===== config.mk =====
export PLATFORM = sky130hd
export DESIGN_NAME = serial_adder
export DESIGN_NICKNAME = d
export VERILOG_FILES = /design/src/rtl/serial_adder.sv
export SDC_FILE = /design/constraint.sdc
export NUM_CORES = 1
export LEC_CHECK = 0
export CELL_PAD_IN_SITES_DETAIL_PLACEMENT = 2
export CELL_PAD_IN_SITES_GLOBAL_PLACEMENT = 2
export CORE_MARGIN = 5
export CORE_UTILIZATION = 33
export CTS_BUF_LIST = sky130_fd_sc_hd__clkbuf_8
export DETAILED_ROUTE_END_ITERATION = 8
export GPL_ROUTABILITY_DRIVEN = 0
export PLACE_DENSITY = 0.91
export SKIP_CTS_REPAIR_TIMING = 1
export SYNTH_ARGS = -nofsm -noshare
export SYNTH_HDL_FRONTEND = slang
export SYNTH_HIERARCHICAL = 1
export SYNTH_SLANG_ARGS = --single-unit

===== constraint.sdc =====
create_clock -name clk -period 3.85 [get_ports clk]
set_input_delay 0.5775 -clock clk [delete_from_list [all_inputs] [get_ports clk]]
set_output_delay 0.5775 -clock clk [all_outputs]
set_load 0.03 [all_outputs]

===== src/rtl/serial_adder.sv =====
// Bit-serial WIDTH-bit adder: one full_adder plus a registered carry, LSB first,
// one bit per clock, with valid/ready handshakes on operands and result.

module full_adder (
  input  logic a,
  input  logic b,
  input  logic ci,
  output logic s,
  output logic co
);
  assign s  = a ^ b ^ ci;
  assign co = (a & b) | (ci & (a ^ b));
endmodule

module serial_adder #(
  parameter int WIDTH = 8
) (
  input  logic             clk,
  input  logic             rst_n,
  input  logic             in_valid,
  output logic             in_ready,
  input  logic [WIDTH-1:0] a_in,
  input  logic [WIDTH-1:0] b_in,
  input  logic             ci_in,
  output logic             out_valid,
  input  logic             out_ready,
  output logic [WIDTH-1:0] sum_out,
  output logic             co_out
);
  localparam int CW = $clog2(WIDTH + 1);
  localparam logic [CW-1:0] LAST = CW'(WIDTH - 1);

  // Handshakes: a transfer happens on a rising edge where valid && ready;
  // valid never depends on ready, and in_valid is only looked at in IDLE.
  typedef enum logic [1:0] {IDLE, RUN, DONE} state_t;
  state_t state;

  logic [CW-1:0]    cnt;
  logic             carry;
  logic [WIDTH-1:0] a_sh;
  logic [WIDTH-1:0] b_sh;
  logic [WIDTH-1:0] sum_sh;
  logic             fa_s;
  logic             fa_co;
  logic [WIDTH:0]   sum_cat;
  logic [WIDTH-1:0] sum_next;

  full_adder u_fa (
    .a  (a_sh[0]),
    .b  (b_sh[0]),
    .ci (carry),
    .s  (fa_s),
    .co (fa_co)
  );

  // New sum bit enters at the MSB; written as a concat-and-drop so WIDTH=1 works.
  assign sum_cat  = {fa_s, sum_sh};
  assign sum_next = sum_cat[WIDTH:1];

  assign in_ready  = (state == IDLE) && rst_n;
  assign out_valid = (state == DONE);

  always_ff @(posedge clk) begin
    if (!rst_n) begin
      state   <= IDLE;
      cnt     <= '0;
      carry   <= 1'b0;
      a_sh    <= '0;
      b_sh    <= '0;
      sum_sh  <= '0;
      sum_out <= '0;
      co_out  <= 1'b0;
    end else begin
      case (state)
        IDLE: begin
          if (in_valid) begin
            a_sh  <= a_in;
            b_sh  <= b_in;
            carry <= ci_in;
            cnt   <= '0;
            state <= RUN;
          end
        end
        RUN: begin
          carry  <= fa_co;
          sum_sh <= sum_next;
          a_sh   <= a_sh >> 1;
          b_sh   <= b_sh >> 1;
          cnt    <= cnt + CW'(1);
          if (cnt == LAST) begin
            sum_out <= sum_next;
            co_out  <= fa_co;
            state   <= DONE;
          end
        end
        DONE: begin
          if (out_ready) state <= IDLE;
        end
        default: state <= IDLE;
      endcase
    end
  end
endmodule


* Word level (Yosys, flattened, before mapping) *
Index checks and enable logic that the tools add are counted.
Widths: inputs -> output; s select.

cells by class
  mux-type cells = 12
  reductions and logical operators = 6
  bitwise logic cells = 5
  eq/ne operators = 6
  add/sub/neg operators = 1

operator list
  operator             count
  $pmux 8 s2           2
  $mux 8               2
  $pmux 4 s2           1
  $mux 2               3
  $pmux 2 s3           1
  $add 4x1->4 const B  1
  $eq 4x3->1 const B   1
  $mux 4               1
  $ne 2x2->1 const B   2
  $reduce_and 2->1     2
  $reduce_and 3->1     1
  $and 1x1->1          2
  $eq 2x1->1 const B   1
  $eq 2x2->1 const B   1
  $logic_not 2->1      1
  $ne 2x1->1 const B   1
  $pmux 1 s2           1
  $reduce_bool 2->1    1
  $xor 1x1->1          2
  $logic_and 1x1->1    1
  $mux 1               1
  $or 1x1->1           1

storage, ports and cells
  output and inout bits = 11
  input bits = 21
  register bits = 40
  logic and storage cells = 38

* Logic depth before layout (Yosys ltp) *
  depth after elaboration = 4
  mapped depth = 5
  mapped depth without buffers = 4

* Cells and area by module *
Netlist, hierarchy kept.

modules (own cells, without submodules)
  module        seq. area each (um^2)  cells an instance  instances  area an instance (um^2)
  serial_adder  780.7                  192                1          1619.1
  full_adder    0.0                    1                  1          20.0

* Worst setup path before layout *
Ideal clock, no wire load.

  kind = input -> output
  from = input port rst_n
  to = output port in_ready
  required time = 3273 ps
  arrival time = 1473 ps
  buffers on the path = 1
  setup slack = 1799 ps
  cell stages on the path = 3
  cell sequence = buf_2 inv_1 nor3_1

on the way
  word-level cells in the longest chain between the ends = 1

RTL lines
  what               RTL line  RTL
  start, declared    19        input logic rst_n,
  $logic_and 1x1->1  60        assign in_ready = (state == IDLE) && rst_n;
  end, declared      21        output logic in_ready,

Every way passes these cells.

* Worst setup path after layout *
  from = register state[1]
  to = output port out_valid

on the way
  word-level cells in the longest chain between the ends = 1

RTL lines
  what                    RTL line  RTL
  start, declared         36        state_t state;
  start signal, assigned  65        state <= IDLE;
  start signal, assigned  81        state <= RUN;
  start signal, assigned  93        state <= DONE;
  $eq 2x2->1              61        assign out_valid = (state == DONE);
  end, declared           25        output logic out_valid,

Every way passes these cells.

==> summary.md <==
| Metric | Value |
|---|---|
| Outcome | finished, final reports clean |
| Worst-path clk slew | about 70 ps |
| # fillers | 530 |
| Avg Cell Area, Syn | 8.49 um2 |
| Largest stage delay, worst path | around 690 ps |
| CP cell instances | clkinv_1 > nor2_1 > clkdlybuf4s50_1 |
| Global-route wire length before repair | 8020 um |
| Peak VDD IR | about 0.00017 V |
| Initial DRC Count | around 130 |
| Endpoints failing setup | 0 |
| Mapped cell area | around 0.0016 mm2 |
| Vias per cell | ~5.2 |
| Primary FF master, synth | dfxtp_1 |
| Total congestion overflow | 0 |
| Max-cap violations | 0 |
| Antenna violations before repair | 0 |
| Die ar. | approximately 0.0065 mm2 |
| Final Net Count | ~240 |
| Top-count cell post-synth | dfxtp_1 |
| FFs w/ async S/R, synth | 0% |
| Vias in the first global route | 1,658 |
| Leak Pwr | 0.000709 uW |
| Crit share post-route | slightly above 70% |
| FF+latch area | around 780 um2 |
| WHS Endpoint | sum_out[3] |
| Worst setup EP type | primary output |
| Clk_lat worst skew | about 290 ps |
| Multi-input gate area | around 780 um2 |
| Drt drc | 0 |
| Largest net degree at the start of global routing | 36 |
| HP Start | sum_out[3] |
| Setup crit start kind | flop |
| Reg2reg setup slack | about 1900 ps |
| Number of synthesized register bits | 39 |
| GRT Overall Usage | between 10% and 20% |
| WP depth | 3 |
| HP Class | flop to flop |
| Crit-path slowest cell | clkdlybuf4s50_1 |
| Vias | roughly 1.5k |
| Fmax | 0.362 GHz |
| Core area | between 0.004 and 0.005 mm2 |
| Initial Util | around a third |
| PwrDens | 404 mW/mm2 |
| Crit-path max FO | 17 |
| Proportion of layout cells with a drive suffix above 1 | 5.45% |
| Area Growth Syn to Fin | 26.9% |
| Final-report hold violation count | 0 |
| Critical path buffers and inverters | 2 |
| Clk buf depth | 2 |
| Power, Total | between 800 and 900 uW |
| I/O pin count | 32 |
| Syn nets | 216 |
| Yosys cell types | 32 |
| Post-DP HPWL | approximately 3200 um |
| DRT Pass-1 Iters | 4 |
| Period minus WS final | between 2000 and 3000 ps |
| Number of flops mapped to enable cells by yosys | 0 |
| Worst-Margin Slew | 1090 ps |
| Most instantiated cells after synthesis | dfxtp_1, nand2_1, a21oi_1, nor2_1, o21ai_0 |
| Synth Warn # | 6 |
| Cells on worst reg2reg path | 3 |
| CTS Root Cell | clkbuf_8 |
| Crit Reg-Reg Startpoint | state[1] |
| CP Class | flop to primary output |
| Post-DRT Antenna Nets | 0 |
| Routed WL | between 4000 and 5000 um |
| Max transition margin | roughly 27% |
| Register area share after synthesis | between 40% and 50% |
| Wire length per cell | around 17 um |
| Row Count | 25 |
| Setup TNS Final | 0 ps |
| Hold Crit Depth | 2 |
| CTS Sinks | 39 |
| Worst EP arrival | 2190 ps |
| CP top delay family | buffers and inverters |
| Mapped Cells | around 190 |
| Worst Path Required | ~3300 ps |
| Max-slew violation count | 0 |
| # port buffers | 31 |
| Synth area leaders | dfxtp_1, nand2_1, a21oi_1 |
| Fin Clk Skew | between 3 and 4 ps |
| Yosys top cell area share | 47.6% |
| Die Width | just over 80 um |
| FF-to-FF End | co_out |
| RSZ-0062 raised after global routing | false |
| Die Ht | a little over 80 um |
| CTS buffer count | 5 |
| CTS tree | done |
| Yosys top cell by area | dfxtp_1 |
| Ant diodes | 0 |
| H-Tree Depth | 2 |
## worst max path at each step
stage	to	start	slack, ps
6_report	out_valid	state[1]	1090
5_1_grt	out_valid	state[1]	960
4_1_cts	out_valid	state[1]	1080
3_5_place_dp	in_ready	rst_n	1110
3_3_place_gp	in_ready	rst_n	1120
2_1_floorplan	in_ready	rst_n	1800
## per-stage QoR
step | std cells | area [um2] | setup WS [ps] | utilization (%) | hold slack [ps]
finish | 287 | 2080 | 1090 | 43.5 | 460
detailed placement | 279 | 1980 | 1110 | 41.4 | 459
global placement | 279 | 1980 | 1120 | 41.4 | 445
floorplan | 193 | 1640 | 1800 | - | 437
global route | 287 | 2080 | 965 | 43.5 | 497
CTS | 287 | 2080 | 1080 | 43.5 | 467
## worst min-delay path: cells and delay by family (launching register included)
kind	cells	cell delay, ps
AND/OR/NAND/NOR	1	50
multiplexers	1	50
flip-flops	1	310
## flip-flops by register name, indices dropped and copies added, names as in the netlist
signal   cells
sum_out      8
co_out       1
carry        1
sum_sh       7
state        2
cnt          4
a_sh         8
b_sh         8
## per-layer routing
metal | wire length [um] | global-route usage [%]
met1 | 2130 | 19.8
met2 | 2370 | 28.1
met3 | 189 | 3.14
met4 | 87 | 7.09
met5 | 0 | 0
## where the power goes
group	leakage (uW)	total (uW)	internal, uW	switching [uW]
Sequential	0.000319	435	423	12.3
Clock	0.0000557	304	161	143
Combinational	0.000335	102	45.4	56.8
## cell type report
cell class,count,area share (%)
multi-input cells,137,37.5
inverters,3,0.541
repair buffers,33,15.6
clock buffers,7,4.63
flip-flops and latches,39,37.5
well taps,67,4.03
clock inverters,1,0.180
## cells by family (layout without fill, tap and decap cells)
family                     Yosys count  count (layout)  share of synthesized area [%]
buffers and inverters               17              44                           4.81
DFF                                 39              39                           47.6
adders and majority gates            2               2                           1.98
AOI/OAI and AO/OA                   63              63                           24.4
and+or+nand+nor                     63              63                           15.7
muxes                                9               9                           5.50
## layout by cell type, fill, tap and decap left out, drive strengths merged, types with 3 or more instances in the layout
cell type / instances
o21ai: 15
o2bb2ai: 11
nor2: 17
nor3: 3
mux2i: 9
clkbuf: 7
o22ai: 4
dfxtp: 39
clkdlybuf4s50: 31
inv: 3
nand2: 37
a21oi: 23
Power figures use the tool's default switching activity.
